==> src/rtl/pipe_skid_reg.sv <==
// -----------------------------------------------------------------------------
// pipe_skid_reg
//
// Stall-able pipeline register with a valid/ready handshake and a 2-entry skid
// buffer. The main register always drives out_data. The skid register catches
// the beat accepted in the cycle downstream stops taking data, which lets
// in_ready come from a register and still sustain one transfer per cycle.
// A flush drops every held entry and loads the bubble value NOP_VAL into the
// main register. A global stall freezes the whole block.
//
// Parameters:
//   WIDTH      payload width in bits
//   RESET_VAL  value loaded into both data registers on reset
//   NOP_VAL    bubble value loaded into the main register on flush
//
// Ports:
//   clk        rising-edge clock
//   rst        synchronous reset, active-high
//   stall      global hold; no transfer on either side while high
//   flush      drop all entries and present the bubble value
//   in_valid   upstream payload valid
//   in_ready   block can take in_data this cycle
//   in_data    upstream payload
//   out_valid  out_data holds a valid entry
//   out_ready  downstream accepts this cycle
//   out_data   payload (main register)
//   occupancy  entries held: 0, 1 or 2
// -----------------------------------------------------------------------------
module pipe_skid_reg #(
    parameter int unsigned      WIDTH     = 32,
    parameter logic [WIDTH-1:0] RESET_VAL = {WIDTH{1'b0}},
    parameter logic [WIDTH-1:0] NOP_VAL   = WIDTH'(32'h0000_0013)
) (
    input  logic             clk,
    input  logic             rst,
    input  logic             stall,
    input  logic             flush,
    input  logic             in_valid,
    output logic             in_ready,
    input  logic [WIDTH-1:0] in_data,
    output logic             out_valid,
    input  logic             out_ready,
    output logic [WIDTH-1:0] out_data,
    output logic [1:0]       occupancy
);

    typedef enum logic [1:0] {
        ST_EMPTY = 2'd0,
        ST_BUSY  = 2'd1,
        ST_FULL  = 2'd2
    } state_e;

    state_e           state_q;
    state_e           state_d;
    logic [WIDTH-1:0] main_q;
    logic [WIDTH-1:0] main_d;
    logic [WIDTH-1:0] skid_q;
    logic [WIDTH-1:0] skid_d;

    // Status flags kept as registers, written alongside the state so that
    // out_valid, occupancy and the state term of in_ready come straight from
    // flops.
    logic             valid_q;
    logic             full_q;
    logic [1:0]       occ_q;

    logic             in_fire_s;
    logic             out_fire_s;

    // Only stall and flush reach in_ready combinationally.
    assign in_ready   = ~full_q & ~stall & ~flush;
    assign out_valid  = valid_q;
    assign out_data   = main_q;
    assign occupancy  = occ_q;

    assign in_fire_s  = in_valid & in_ready;
    assign out_fire_s = valid_q & out_ready & ~stall;

    // Occupancy encoding of a state.
    function automatic logic [1:0] occ_of(input state_e st);
        logic [1:0] occ;
        case (st)
            ST_EMPTY: occ = 2'd0;
            ST_BUSY:  occ = 2'd1;
            ST_FULL:  occ = 2'd2;
            default:  occ = 2'd0;
        endcase
        return occ;
    endfunction

    // Next-state and datapath selection; flush beats stall beats handshake.
    always_comb begin
        state_d = state_q;
        main_d  = main_q;
        skid_d  = skid_q;
        if (flush) begin
            // The skid contents simply become stale; only the state matters.
            state_d = ST_EMPTY;
            main_d  = NOP_VAL;
        end else if (stall) begin
            state_d = state_q;
        end else begin
            case (state_q)
                ST_EMPTY: begin
                    if (in_fire_s) begin
                        state_d = ST_BUSY;
                        main_d  = in_data;
                    end else begin
                        state_d = ST_EMPTY;
                    end
                end
                ST_BUSY: begin
                    if (in_fire_s && out_fire_s) begin
                        state_d = ST_BUSY;
                        main_d  = in_data;
                    end else if (in_fire_s) begin
                        // Downstream stalled: park the new beat behind main.
                        state_d = ST_FULL;
                        skid_d  = in_data;
                    end else if (out_fire_s) begin
                        // main keeps the consumed value while the block is empty.
                        state_d = ST_EMPTY;
                    end else begin
                        state_d = ST_BUSY;
                    end
                end
                ST_FULL: begin
                    if (out_fire_s) begin
                        state_d = ST_BUSY;
                        main_d  = skid_q;
                    end else begin
                        state_d = ST_FULL;
                    end
                end
                default: begin
                    state_d = ST_EMPTY;
                end
            endcase
        end
    end

    // State, data and status registers with synchronous reset.
    always_ff @(posedge clk) begin
        if (rst) begin
            state_q <= ST_EMPTY;
            main_q  <= RESET_VAL;
            skid_q  <= RESET_VAL;
            valid_q <= 1'b0;
            full_q  <= 1'b0;
            occ_q   <= 2'd0;
        end else begin
            state_q <= state_d;
            main_q  <= main_d;
            skid_q  <= skid_d;
            valid_q <= (state_d != ST_EMPTY);
            full_q  <= (state_d == ST_FULL);
            occ_q   <= occ_of(state_d);
        end
    end

endmodule
==> config.mk <==
export PLATFORM = sky130hd
export DESIGN_NAME = pipe_skid_reg
export DESIGN_NICKNAME = d
export VERILOG_FILES = /design/src/rtl/pipe_skid_reg.sv
export SDC_FILE = /design/constraint.sdc
export NUM_CORES = 1
export LEC_CHECK = 0
export ABC_AREA = 1
export CAP_MARGIN = 20
export CORE_MARGIN = 2
export CORE_UTILIZATION = 50
export CTS_CLUSTER_SIZE = 14
export DETAILED_ROUTE_END_ITERATION = 6
export PLACE_DENSITY = 0.8
export SLEW_MARGIN = 25
export SYNTH_ARGS = -nofsm -noshare
export SYNTH_HDL_FRONTEND = slang
export SYNTH_SLANG_ARGS = --single-unit
==> constraint.sdc <==
create_clock -name clk -period 2.4 [get_ports clk]
set_input_delay 0.6 -clock clk [delete_from_list [all_inputs] [get_ports clk]]
set_output_delay 0.6 -clock clk [all_outputs]
set_load 0.05 [all_outputs]
==> run metrics <==
Remaining Overflow, GRT=0; WP data arrival=1740 ps; critical-path maximum fanout=3; chip width=83.70 µm; worst rel slew slack=64.28%; Multi-input gate area=0.001551 mm²; CTS max path bufs=2; Comb pwr share=10.8%; clock sink total=69; TritonCTS clock tree=yes; dpl ws=-114.3 ps; DR iter-0 viols=162; DP Area=0.004026 mm²; Worst Tran Pin Value=535.7 ps; leading area contributor after synthesis=dfxtp_1; Setup WS post-layout=55.91 ps; Initial DRT Pass Iterations=5; initial antenna violation count=0; DR vias=3146; Layout area overhead=33.41%; vias in the first global route=2897; Non-Filler Instances=599; Setup Viol. Count Final=0; post-layout minimum cycle time=2344 ps; CTS root buf=clkbuf_8; HP Class=register to register; clk slew on worst S/H paths=70 ps; Final Hold Violating Endpoints=0; H-tree levels=3; # DRC=0; Int Power=1834 µW; unrepaired setup endpoints after global routing=no; post-cts sizing count=0; Die ar.=0.007005 mm²; GP Congestion=0.7932; critical path type=input pin to primary output; Tcrit/Tclk final=97.67%; Leak=0.001700 µW; Total GRT Usage=22.99%; via/cell ratio=5.252; Synth cell types=21; Power per Cell Area=568.7 mW/mm²; largest net degree at the start of global routing=38; Slew Limit Fails=0; layout cell share with drive strength beyond 1=9.962%; fin nets=561; switch share=23.87%; Mapped Cells=442; fill count=529; syn nets=486; syn avg cell area=7.184 µm²; WP data required=1800 ps; synth top area cells=dfxtp_1 43%, nand2_1 15%, nor2_1 8.3%; CP endpoint kind=primary output; Startpoint Class=input pin; Switch Pwr=575.1 µW; DP Wirelength=5.463 mm; sequential fraction of design power=48.1%; setup bufs post-CTS=0; worst skew pair latency=340 ps; Highest Clock Rate=426.6 MHz; CTS buffer count=9; Die Height=83.70 µm; wire per inst=13.52 µm; Post-Syn Area=0.003176 mm²; placed cells=583; Buffers on Ports=73; ANT nets after route=0; VDD IR-drop max=0.0003817 V; Post-Layout Inst Area=0.004237 mm²; drt total wl=8.097 mm; register area=0.001381 mm²; synthesis-stage register bit count=69; clock power share=41.1%; Max Cap Viol=0; share of the synthesized area in the top cell type=43.50%; Hold Buf Count CTS=0; Yosys warnings=0; TNS Setup=0 ps; sequential share of the synthesized area=43.50%; status=completed; smallest hold slack=451.8 ps; placement row count=29; # diodes=0; first-pass GRT wire length=13.16 mm; IO Count=74; Setup Skew=5.769 ps; Core Area=0.006241 mm²; Initial Utilization=50.88%
Yosys cell counts:
cell type / instances
nand3_1: 4
nor3_1: 1
o21ai_1: 1
nand4_1: 31
buf_4: 5
buf_2: 16
ha_1: 6
nand2_2: 2
nor2_2: 2
inv_1: 16
nand2_1: 125
nor2_1: 70
inv_2: 3
clkbuf_1: 9
buf_6: 2
a21boi_0: 19
a21boi_1: 10
nand3_2: 4
a21oi_1: 5
dfxtp_1: 69
o21ai_0: 42
state kept, by name, indices dropped and copies added, names as in the netlist:
register,count
full_q,1
occupancy,1
skid_q,32
out_data,32
out_valid,1
state_q,2
layout by cell type (no fill, tap or decap), drive strengths merged, types with 8 or more instances in the layout:
| cell type | instances |
|---|---|
| dfxtp | 69 |
| clkdlybuf4s50 | 72 |
| nand2 | 127 |
| clkbuf | 12 |
| buf | 24 |
| o21ai | 43 |
| nand4 | 31 |
| nor2 | 72 |
| a21boi | 29 |
| inv | 19 |
| nand3 | 8 |
metal layers:
metal  vias to the layer above  global-route usage (%)  wire, µm
li1                       1589                       -         -
met1                      1419                   29.57      3588
met2                       124                   37.16      3808
met3                        14                   4.550       554
met4                         0                   10.70       146
met5                         -                       0         0
cells by family (layout without fill, tap and decap cells):
family | after synthesis | in the layout | synth area share (%)
AO/OA/AOI/OAI | 77 | 77 | 14.42
flip-flops | 69 | 69 | 43.50
adder cells (fa/ha/maj) | 6 | 6 | 2.364
AND/OR/NAND/NOR | 239 | 239 | 31.99
buffers and inverters | 51 | 131 | 7.723
power groups by stage:
stage / clock network, µW / logic, µW / registers, µW
2_1_floorplan: 0 / 103 / 1220
3_3_place_gp: 0 / 255 / 1190
3_5_place_dp: 0 / 257 / 1190
4_1_cts: 1000 / 259 / 1160
5_1_grt: 1060 / 279 / 1160
6_report: 990 / 260 / 1160
cell type report:
cell class              instances  share of cell area (%)
well taps                      77                   2.274
flip-flops and latches         69                   32.60
multi-input cells             322                   36.62
clock buffers                  12                   3.898
clock inverters                 4                   1.063
inverters                      19                   1.683
repair buffers                 96                   21.85
through the flow:
step	total power [µW]	util, %
floorplan	1322	-
detailed placement	1444	64.51
global placement	1441	64.51
CTS	2423	67.88
global route	2500	67.88
finish	2409	67.88
worst max-delay path: stages:
cell and delay (ps):
clkdlybuf4s50_1 460, nor2_2 160, buf_4 130, inv_1 50, nor2_1 170, buf_12 160
final timing paths:
check	startpoint	end	slack [ps]	cells after the start
worst min-delay path	skid_q[4]$_SDFFE_PP0P_	skid_q[4]$_SDFFE_PP0P_	450	2
worst min register to register	skid_q[4]$_SDFFE_PP0P_	skid_q[4]$_SDFFE_PP0P_	450	2
worst max register to register	state_q[0]$_SDFF_PP0_	out_data[24]$_SDFFE_PP0P_	500	7
worst max-delay path	stall	in_ready	60	6
No activity file was read; power rests on OpenSTA's default activity.
